[src/rtl/square_shift_add.sv]
`default_nettype none
// ============================================================================
// Module   : square_shift_add
// Purpose  : Sequential unsigned squarer. Computes result = x*x by iterative
//            shift-and-add, consuming one multiplier bit per clock.
// Ports    : clk     - rising-edge clock
//            rst_n   - asynchronous active-low reset
//            start   - request, sampled only while idle
//            x       - unsigned operand (WIDTH bits), captured on accept
//            busy    - high while a computation is in progress
//            done    - one-cycle pulse when result is updated
//            result  - last completed square (2*WIDTH bits), held
// Options  : SQUARE_EARLY_EXIT_EN - finish as soon as no multiplier bits
//            remain set; result value is unchanged, latency shortens.
// Revision : 1.0 - initial release
// ============================================================================
module square_shift_add #(
  parameter int WIDTH = 16
) (
  input  logic                 clk,
  input  logic                 rst_n,
  input  logic                 start,
  input  logic [WIDTH-1:0]     x,
  output logic                 busy,
  output logic                 done,
  output logic [2*WIDTH-1:0]   result
);

  localparam int CW = (WIDTH > 2) ? $clog2(WIDTH) : 1;
  localparam logic [CW-1:0] LAST_COUNT = CW'(WIDTH - 1);

  typedef enum logic [0:0] {
    IDLE = 1'b0,
    CALC = 1'b1
  } state_t;

  state_t state, state_next;

  logic [2*WIDTH-1:0] mcand;
  logic [WIDTH-1:0]   mplier;
  logic [2*WIDTH-1:0] acc;
  logic [CW-1:0]      count;

  logic [2*WIDTH-1:0] acc_next;
  logic [WIDTH-1:0]   mplier_next;
  logic               last_iter;
  logic               accept;

  // Partial product for the current multiplier bit.
  assign acc_next    = acc + (mplier[0] ? mcand : '0);
  assign mplier_next = mplier >> 1;

`ifdef SQUARE_EARLY_EXIT_EN
  // Once the shifted multiplier is empty, remaining iterations add nothing.
  assign last_iter = (count == LAST_COUNT) || (mplier_next == '0);
`else
  assign last_iter = (count == LAST_COUNT);
`endif

  assign accept = (state == IDLE) && start;

  // busy comes straight from the state register, so no input reaches it
  // combinationally.
  assign busy = (state == CALC);

  always_ff @(posedge clk or negedge rst_n) begin
    if (!rst_n) begin
      state <= IDLE;
    end else begin
      state <= state_next;
    end
  end

  always_comb begin
    state_next = state;
    case (state)
      IDLE: if (start) state_next = CALC;
      CALC: if (last_iter) state_next = IDLE;
      default: state_next = IDLE;
    endcase
  end

  always_ff @(posedge clk or negedge rst_n) begin
    if (!rst_n) begin
      mcand  <= '0;
      mplier <= '0;
      acc    <= '0;
      count  <= '0;
      done   <= 1'b0;
      result <= '0;
    end else begin
      done <= 1'b0;
      if (accept) begin
        mcand  <= {{WIDTH{1'b0}}, x};
        mplier <= x;
        acc    <= '0;
        count  <= '0;
      end else if (state == CALC) begin
        mcand  <= mcand << 1;
        mplier <= mplier_next;
        acc    <= acc_next;
        count  <= count + 1'b1;
        if (last_iter) begin
          result <= acc_next;
          done   <= 1'b1;
        end
      end
    end
  end

endmodule
`default_nettype wire

[config.mk]
export PLATFORM = sky130hd
export DESIGN_NAME = square_shift_add
export DESIGN_NICKNAME = d
export VERILOG_FILES = /design/src/rtl/square_shift_add.sv
export SDC_FILE = /design/constraint.sdc
export NUM_CORES = 1
export LEC_CHECK = 0
export BUFFER_PORTS_ARGS = -buffer_cell sky130_fd_sc_hd__buf_4
export CORE_ASPECT_RATIO = 0.75
export CORE_UTILIZATION = 48
export DETAILED_ROUTE_END_ITERATION = 12
export PLACE_DENSITY = 0.72
export SYNTH_ARGS = -nofsm -noshare
export SYNTH_HDL_FRONTEND = slang
export SYNTH_SLANG_ARGS = --single-unit
[constraint.sdc]
create_clock -name clk -period 6.1 [get_ports clk]
set_input_delay 0.61 -clock clk [delete_from_list [all_inputs] [get_ports clk]]
set_output_delay 0.61 -clock clk [all_outputs]
set_load 0.1 [all_outputs]
# Word level (Yosys, flattened, before mapping)
# Index checks and enable logic that the tools add are counted.
[op_classes]
add_sub_neg = 2
n_eq_ne = 1
mux = 15
bitwise_logic = 2
reduce_logical = 3
[ops]
columns = ["operator", "n"]
rows = [
  ["2-to-1 mux 32 bit", 5],
  ["adder 32 bit", 1],
  ["2-to-1 mux 16 bit", 2],
  ["2-to-1 mux 4 bit", 2],
  ["2-to-1 mux 1 bit", 5],
  ["adder 4 x 1 -> 4 bit, second input constant", 1],
  ["equality test 4 bit, second input constant", 1],
  ["AND reduction 3 bit", 1],
  ["NOT 1 bit", 2],
  ["one-hot mux 1 bit (2 select lines)", 1],
  ["nonzero test 2 bit", 1],
  ["logical AND 1 bit", 1],
]
[totals]
reg_bits = 118
input_bits = 19
out_inout_bits = 34
elab_cells = 30

# Depth between registers and ports, before layout
# Gate-level depths: netlist of the first run.
[depth]
depth_word = 4
ltp_mapped = 11
depth_no_buf = 10

# Worst setup path before layout of the first run
# OpenSTA, ideal clock, no wires.
[synth_path]
path_kind = "register to register"
startpoint = "register mplier[0]"
endpoint = "register result[28]"
setup_ns = 0.126
arrival_time_ns = 2.454
slack_ns = 3.520
stages_incl_launch_ff = 11
synth_period_minus_slack_ns = 2.580
path_cell_list = "dfrtp_1 -> clkbuf_1 -> and2_1 -> fa_1 -> a211oi_2 -> o21ai_2 -> a22oi_1 -> a21oi_2 -> a211oi_2 -> xnor2_1 -> mux2_4"
[synth_via]
elab_chain_len = 2
[synth_lines]
columns = ["element", "line", "text"]
rows = [
  ["start: declaration", "40", "logic [WIDTH-1:0] mplier;"],
  ["start signal: assignment", "100", "mplier <= mplier_next;"],
  ["2-to-1 mux 32 bit", "50", "assign acc_next = acc + (mplier[0] ? mcand : '0);"],
  ["adder 32 bit", "50", ""],
  ["end signal: assignment", "104", "result <= acc_next;"],
  ["end: declaration", "26", "output logic [2*WIDTH-1:0] result"],
]
# Every way passes these cells.
# A chain may end at the register's enable or synchronous reset.

# Worst setup path after layout of the first run
[layout_path]
startpoint = "register state (netlist: busy)"
endpoint = "register result[23]"
[layout_via]
elab_chain_len = 4
[layout_lines]
columns = ["element", "line", "text"]
rows = [
  ["start: declaration", "37", "state_t state, state_next;"],
  ["start signal: assignment", "70", "state <= state_next;"],
  ["NOT 1 bit", "--", ""],
  ["logical AND 1 bit", "60", "assign accept = (state == IDLE) && start;"],
  ["NOT 1 bit (no source line)", "--", ""],
  ["AND reduction 3 bit (no source line) *", "--", ""],
]
# Mark *: on every way between the ends. The rest lies on a longest branch, timed or not.

==> results of run 1 <==
## how the worst max path moves through the flow
stage / from / to / slack [ps] / cells after the start
2_1_floorplan: mplier[0] / result[28] / 3520 / 10
3_3_place_gp: busy / result[22] / 2890 / 3
3_5_place_dp: busy / result[21] / 2750 / 3
4_1_cts: busy / result[21] / 2760 / 3
5_1_grt: busy / result[21] / 2510 / 3
6_report: busy / result[23] / 2780 / 3
## flip-flops by register name (all words and copies together) (netlist names)
name	count
acc	32
busy	1
count	4
done	1
mcand	32
mplier	16
result	32
## layer usage
layer	vias to the layer above	routed length (um)
met5	-	0
met4	0	261
met3	28	777
met2	174	6480
met1	2610	8650
li1	2615	-
## Yosys cell counts, types with 16 or more instances
cell type,number
clkbuf_1,37
a22o_1,30
mux2i_1,32
mux2_2,16
and2_1,34
ha_1,32
o21ai_0,73
nand2b_1,19
nor2_1,32
xnor2_1,16
nand2_1,113
dfrtp_1,118
a21oi_1,40
## through the flow
step	total power (W)	util, %	worst slack [ps]	cell area (um2)	std cells
final	0.00467	57.2	2780	7870	937
after global routing	0.00493	57.2	2510	7870	937
after CTS	0.00468	57.2	2760	7870	937
after detailed placement	0.00361	52.7	2750	7240	906
after global placement	0.00354	52.7	2890	7240	906
after floorplan	0.00309	-	3520	6770	719
## cells by family after synthesis
kind of cell / count (synthesis)
AND/OR/NAND/NOR: 239
multiplexers: 49
buffers and inverters: 51
adder cells (fa/ha/maj): 33
AO/OA/AOI/OAI: 202
flip-flops: 118
XOR/XNOR: 27
## critical path: stages (launching register included)
cell and delay (ps):
dfrtp_4 700, nand4_1 670, clkinv_1 1160, mux2_2 640
## where the power goes
group          total (W)  leakage [nW]  switching, W  internal (W)
clock network    0.00105         0.308      0.000350      0.000704
registers        0.00139          1.51      0.000266       0.00112
logic            0.00223          1.92       0.00156      0.000672
total            0.00467          3.74       0.00217       0.00250
## final cells by class
class                           count  share of cell area (%)
Multi-Input combinational cell    550                    46.1
Clock inverter                      7                    1.48
Tap cell                          175                    2.78
Timing Repair Buffer               54                    5.15
Clock buffer                       24                    6.50
Sequential cell                   118                    37.6
Inverter                            9                   0.429
==> metrics.csv, run 1 <==
stage,metric,value,unit
setup_path,critical_path.reg2reg.startpoint,busy,
setup_path,r2r_end,result[23],
logic_synthesis,post_synthesis_share_of_cell_area_spent_on_full_adders_half_adders_and_majority_gates,6.21,%
die,ioPinCount,53,
detailed_routing,detail_route.first_pass.iterations,9,
status,failed_checks,DRC,
global_route,use_met1,37.5,%
clock_tree,clk_path_buf_depth,2,
logic_synthesis,yosysTopAreaCellShare,43.6,%
final_layout,fraction_of_layout_instances_using_a_drive_strength_above_1,15.5,%
global_route,gr-usage-all-layers,23.9,%
detailed_routing,drc,3,
final_layout,most-common-layout-cells,"dfrtp_1 (117), nand2_1 (113), o21ai_0 (73)",
worst_hold_path,class_of_the_worst_hold_path,input port to async pin,
clock_tree,clk_root_buffer_cell,clkbuf_16,
placement,place_congestion,0.919,
clock_tree,cts_tree,done,
global_route,number_of_antenna_violations_at_the_first_check_in_global_routing,0,
logic_synthesis,ys.flop_type,dfrtp_1,
logic_synthesis,synth.yosys.seq_area_share,43.6,%
final_layout,area.growth.synth_to_final,16.3,%
detailed_routing,routedWlPerCell,17.3,um
placement,dp_hpwl,11400,um
setup_path,crit_path_capture_type,flip-flop,
sta,max_slew.worst_pin.slew,1180,ps
sta,worst_hold_slack,221,ps
clock_tree,clock_latency,420,ps
final_layout,multiInputGateArea,3630,um2
logic_synthesis,top_cells_by_area_in_the_synthesized_netlist,"dfrtp_1 (44%), nand2_1 (6.3%), ha_1 (5.9%), o21ai_0 (5.4%), mux2i_1 (4.7%)",
status,run_status,"finished, violations left",
die,dieWidth,139,um
clock_tree,post_cts_resize_count,0,
logic_synthesis,synth_area_per_cell,9.42,um2
clock_tree,cts-htree-levels,4,
sta,timing_hold_violations_final,0,
job,drv.max_cap_violation_count,0,
setup_path,r2r.worst_path.cells,3,
sta,finalSetupViolations,0,
logic_synthesis,synth_compound_area_share,19.4,%
logic_synthesis,synthArstFlopShare,100,%
power,static-leakage-power,3.74,nW
power,vdd_drop_max,0.000236,V
sta,worst_clock_skew,8.94,ps
setup_path,reg2reg_setup_slack,2780,ps
global_route,maximum_number_of_pins_on_one_net_before_global_route_repair,72,
logic_synthesis,yosysUniqueCellTypes,52,
clock_tree,cts_setup_buffers,0,
setup_path,timing.critical_path.arrival,3620,ps
detailed_routing,ant_nets,0,
final_layout,sequential_cell_area,2960,um2
clock_tree,tritoncts_num_sinks,118,
logic_synthesis,ys_ff_latch,118,
final_layout,final_net_count,802,
clock_tree,tritoncts.num_buffers,17,
sta,layout_worst_path_cycle_share,54.4,%
global_route,grt_pass1_wl,27000,um
logic_synthesis,postSynthNetCount,771,
final_layout,insertedDiodeCount,0,
clock_tree,cts_hold_repair.buffers,0,
die,placementRows,37,
die,die_height,105,um
global_route,grt_use_met3,4.54,%
logic_synthesis,netlist_area,6770,um2
logic_synthesis,syn_inst,719,
global_route,first_global_vias,5195,
die,floorplan.initialDensity,49.2,%
detailed_routing,routed_wl,16200,um
final_layout,layout_commonest_cell,dfrtp_1,
placement,io_buffers,52,
setup_path,timing.critical_path.fanout_max,62,
logic_synthesis,largest_family_of_logic_cells_by_synthesized_area,compound AO/OA/AOI/OAI gates,
global_route,groute.layer.met2.usage,31.9,%
die,dieArea,14600,um2
detailed_routing,routed_vias,5427,
global_route,grt_remaining_overflow,0,
sta,setup_tns,0,ps
sta,timing.final.crit_period,3320,ps
setup_path,critPathLaunchType,flip-flop,
sta,setup_repair_after_global_routing_missed_its_margin,no,
global_route,global_route.peak_usage_layer,met1,
logic_synthesis,synth_xor_area_share,3.49,%
clock_tree,worst_setup_hold_path_clk_slew,50,ps
logic_synthesis,ys.warnings.count,0,
detailed_routing,drtIter0Drc,337,
power,power_density,593,nW/um2
die,placeableCoreArea,13700,um2
logic_synthesis,synthMuxAreaShare,7.61,%
logic_synthesis,post_synth_edffs,0,
logic_synthesis,synth_top_area_cell,dfrtp_1,
setup_path,criticalPathCategory,flip-flop to flip-flop,
sta,clock.fmax,301,MHz
detailed_routing,drt-vias-per-instance,5.79,
sta,slew_violations,0,
setup_path,critical_path_required,6400,ps
logic_synthesis,synth_simple_gate_area_share,16.8,%
final_layout,num-fill-cells,1175,
sta,slew_headroom,20.6,%
No activity file was read; power rests on OpenSTA's default activity.
==> run 2: changes to the inputs <==
--- a/config.mk
+++ b/config.mk
@@ -5,6 +5,7 @@
 export SDC_FILE = /design/constraint.sdc
 export NUM_CORES = 1
 export LEC_CHECK = 0
+export ABC_AREA = 1
 export BUFFER_PORTS_ARGS = -buffer_cell sky130_fd_sc_hd__buf_4
 export CORE_ASPECT_RATIO = 0.75
 export CORE_UTILIZATION = 48
==> constraint.sdc (replaced) <==
create_clock -name clk -period 3.3 [get_ports clk]
set_input_delay 0.33 -clock clk [delete_from_list [all_inputs] [get_ports clk]]
set_output_delay 0.33 -clock clk [all_outputs]
set_load 0.1 [all_outputs]
==> run 2 against run 1 <==
The flow now finishes without violations. Clock skew is 2.6 ps higher. Worst setup slack worse by 2300 ps. Die area is 4.6% higher. Clock power is 85% higher. Area after synthesis is 4.7% higher. Sequential share of layout area is 2.0 points lower. Count of clock-buffer cells in the layout is 7 lower. Highest routed layer unchanged.
==> metrics.csv, run 2 <==
stage,metric,value,unit,change
logic_synthesis,synth_top_area_cell,dfrtp_1,,unchanged
detailed_routing,routedWlPerCell,14.3,um,was 17.3 um
die,floorplan.initialDensity,49.0,%,was 49.2%
logic_synthesis,yosysUniqueCellTypes,34,,was 52
final_layout,fraction_of_layout_instances_using_a_drive_strength_above_1,10.9,%,was 15.5%
detailed_routing,detail_route.first_pass.iterations,5,,was 9
sta,timing_hold_violations_final,0,,unchanged
logic_synthesis,ys_ff_latch,118,,unchanged
setup_path,timing.critical_path.arrival,3110,ps,was 3620 ps
global_route,number_of_antenna_violations_at_the_first_check_in_global_routing,0,,unchanged
setup_path,critical_path_required,3600,ps,was 6400 ps
setup_path,timing.critical_path.cells,nand2_1 > inv_1 > ha_1 > fa_1 > nand3_1 > nand3_1 > nand3_1 > nand3_2 > nand3_1 > nand2_1 > nand2_1 > nand3_1 > nand2_1,,was nand4_1 > clkinv_1 > mux2_2
die,die_height,107,um,was 105 um
worst_hold_path,hold_start,x[15],,
clock_tree,clk_root_buffer_cell,clkbuf_16,,unchanged
power,design_power_total,0.00871,W,was 0.00467 W
worst_hold_path,class_of_the_worst_hold_path,input port to flip-flop,,was input port to async pin
global_route,grt_remaining_overflow,0,,unchanged
power,static-leakage-power,4.79,nW,was 3.74 nW
final_layout,multiInputGateArea,3320,um2,was 3630 um2
logic_synthesis,synth.yosys.seq_area_share,41.7,%,was 43.6%
global_route,gr-usage-all-layers,25.7,%,was 23.9%
logic_synthesis,syn_inst,998,,was 719
status,run_status,"finished, final reports clean",,"was finished, violations left"
sta,setup_repair_after_global_routing_missed_its_margin,no,,unchanged
die,placeableCoreArea,14500,um2,was 13700 um2
clock_tree,tritoncts.num_buffers,17,,unchanged
detailed_routing,drtIter0Drc,520,,was 337
final_layout,layout_commonest_cell,nand2_1,,was dfrtp_1
setup_path,crit_buf_inv,1,,unchanged
detailed_routing,drt-vias-per-instance,5.01,,was 5.79
logic_synthesis,post_synth_edffs,0,,unchanged
setup_path,critPathLaunchType,flip-flop,,unchanged
placement,place_congestion,0.955,,was 0.919
sta,setup_tns,0,ps,unchanged
setup_path,criticalPathCategory,flip-flop to flip-flop,,unchanged
sta,max_slew.worst_pin.slew,1040,ps,was 1180 ps
final_layout,insertedDiodeCount,0,,unchanged
clock_tree,tritoncts_num_sinks,118,,unchanged
sta,slew_headroom,30.7,%,was 20.6%
global_route,first_global_vias,5865,,was 5195
final_layout,area.growth.synth_to_final,17.1,%,was 16.3%
setup_path,timing.critical_path.mode_cell,nand3_1,,
logic_synthesis,postSynthNetCount,1050,,was 771
detailed_routing,routed_wl,18000,um,was 16200 um
logic_synthesis,netlist_area,7090,um2,was 6770 um2
sta,worst_hold_slack,155,ps,was 221 ps
clock_tree,cts_tree,done,,unchanged
logic_synthesis,ys.flop_type,dfrtp_1,,unchanged
sta,finalSetupViolations,0,,unchanged
detailed_routing,drc,0,,was 3
sta,timing.final.crit_period,2810,ps,was 3320 ps
power,vdd_drop_max,0.000405,V,was 0.000236 V
die,dieWidth,142,um,was 139 um
die,dieArea,15300,um2,was 14600 um2
sta,worst_clock_skew,11.6,ps,was 8.94 ps
setup_path,critical_path.reg2reg.startpoint,mplier[0],,was busy
sta,layout_worst_path_cycle_share,85.2,%,was 54.4%
power,power_density,1050,nW/um2,was 593 nW/um2
job,drv.max_cap_violation_count,0,,unchanged
logic_synthesis,yosysTopAreaCellShare,41.7,%,was 43.6%
logic_synthesis,ys.warnings.count,0,,unchanged
die,placementRows,38,,was 37
die,ioPinCount,53,,unchanged
clock_tree,clock_latency,420,ps,about the same
clock_tree,post_cts_resize_count,0,,unchanged
clock_tree,cts-htree-levels,4,,unchanged
final_layout,most-common-layout-cells,"nand2_1 (392), inv_1 (181), dfrtp_1 (118)",,"was dfrtp_1 (117), nand2_1 (113), o21ai_0 (73)"
sta,slew_violations,0,,unchanged
placement,dp_hpwl,13200,um,was 11400 um
setup_path,crit_path_capture_type,flip-flop,,unchanged
final_layout,layout_top_registers,"acc x32, mcand x32, result x32",,unchanged
global_route,maximum_number_of_pins_on_one_net_before_global_route_repair,60,,was 72
setup_path,cp_top_family,flip-flops,,was buffers and inverters
detailed_routing,routed_vias,6324,,was 5427
logic_synthesis,synthArstFlopShare,100,%,unchanged
final_layout,num-fill-cells,1401,,was 1175
logic_synthesis,synthTopCellsByCount,"nand2_1 (392), inv_1 (181), dfrtp_1 (118), nand3_1 (62), nor2_1 (36)",,"was dfrtp_1 (118), nand2_1 (113), o21ai_0 (73), a21oi_1 (40), clkbuf_1 (37)"
clock_tree,worst_setup_hold_path_clk_slew,60,ps,was 50 ps
clock_tree,clk_path_buf_depth,2,,unchanged
final_layout,sequential_cell_area,2950,um2,was 2960 um2
sta,clock.fmax,356,MHz,was 301 MHz
logic_synthesis,synth_area_per_cell,7.10,um2,was 9.42 um2
setup_path,slowest_delay,1030,ps,was 1160 ps
placement,io_buffers,52,,unchanged
global_route,grt_pass1_wl,29800,um,was 27000 um
setup_path,timing.critical_path.fanout_max,33,,was 62
detailed_routing,ant_nets,0,,unchanged
logic_synthesis,yosysMostFrequentCell,nand2_1,,was dfrtp_1
setup_path,slowest_stage,dfrtp_1,,was clkinv_1
final_layout,final_net_count,1101,,was 802
setup_path,startpoint,mplier[0],,was busy
logic_synthesis,top_cells_by_area_in_the_synthesized_netlist,"dfrtp_1 (42%), nand2_1 (21%), inv_1 (9.6%), ha_1 (5.7%), nand3_1 (4.4%)",,"was dfrtp_1 (44%), nand2_1 (6.3%), ha_1 (5.9%), o21ai_0 (5.4%), mux2i_1 (4.7%)"
[run 2: worst reg2reg max path: stages, from the launching register on]
cell,delay [ps]
dfrtp_1,1030
nand2_1,120
inv_1,90
ha_1,230
fa_1,320
nand3_1,100
nand3_1,190
nand3_1,120
nand3_2,120
nand3_1,100
nand2_1,80
nand2_1,60
nand3_1,70
nand2_1,70
[run 2: through the flow]
step	instances	area (um2)	setup slack (ps)	utilization, %
after floorplan	998	7090	1240	-
after global placement	1229	7670	646	53.1
after detailed placement	1229	7670	521	53.1
after CTS	1262	8300	482	57.4
after global routing	1262	8300	210	57.4
final	1262	8300	489	57.4
[run 2: path summary, 6_finish.rpt]
check	slack [ps]	cells after the start	end
min in group asynchronous	470	2	mplier[4]
hold reg to reg	480	2	result[18]
hold / removal	150	3	mcand[15]
max in group asynchronous	2060	3	acc[24]
setup reg to reg	490	13	acc[20]
setup / recovery	490	13	acc[20]
[run 2: layer usage]
layer	up-vias	part of all wire (%)	track usage (%)
met4	0	1.5	7.53
met5	-	0	0
met2	196	40	35.2
met3	22	6.6	5.76
met1	2904	52	39.7
li1	3202	-	-
[run 2: area by class of cell]
cell class	count	share of cell area (%)
Clock buffer	17	5.13
Multi-Input combinational cell	667	40.0
Inverter	185	8.37
Sequential cell	118	35.6
Timing Repair Buffer	60	5.61
Clock inverter	15	2.29
Tap cell	200	3.02
[run 2: kinds of logic after synthesis]
kind of cell | Yosys count | share of synthesized area (%)
simple gates | 522 | 30.3
flops | 118 | 41.7
buf+inv | 213 | 11.6
xor+xnor | 15 | 1.85
fa+ha+maj | 33 | 5.93
compound gates | 97 | 8.67
[run 2: power by group]
group          internal [W]  switching [W]  leakage, nW
Clock               0.00121       0.000734        0.305
Sequential          0.00206       0.000461         1.52
Combinational       0.00116        0.00308         2.97
[run 2: timing repair]
| action | in CTS | in global routing |
|---|---|---|
| hold endpoints to repair | 48 | 0 |
| buffers inserted | 0 | 0 |
| hold buffers | 1 | 0 |
| endpoints found under the setup margin | 0 | 0 |
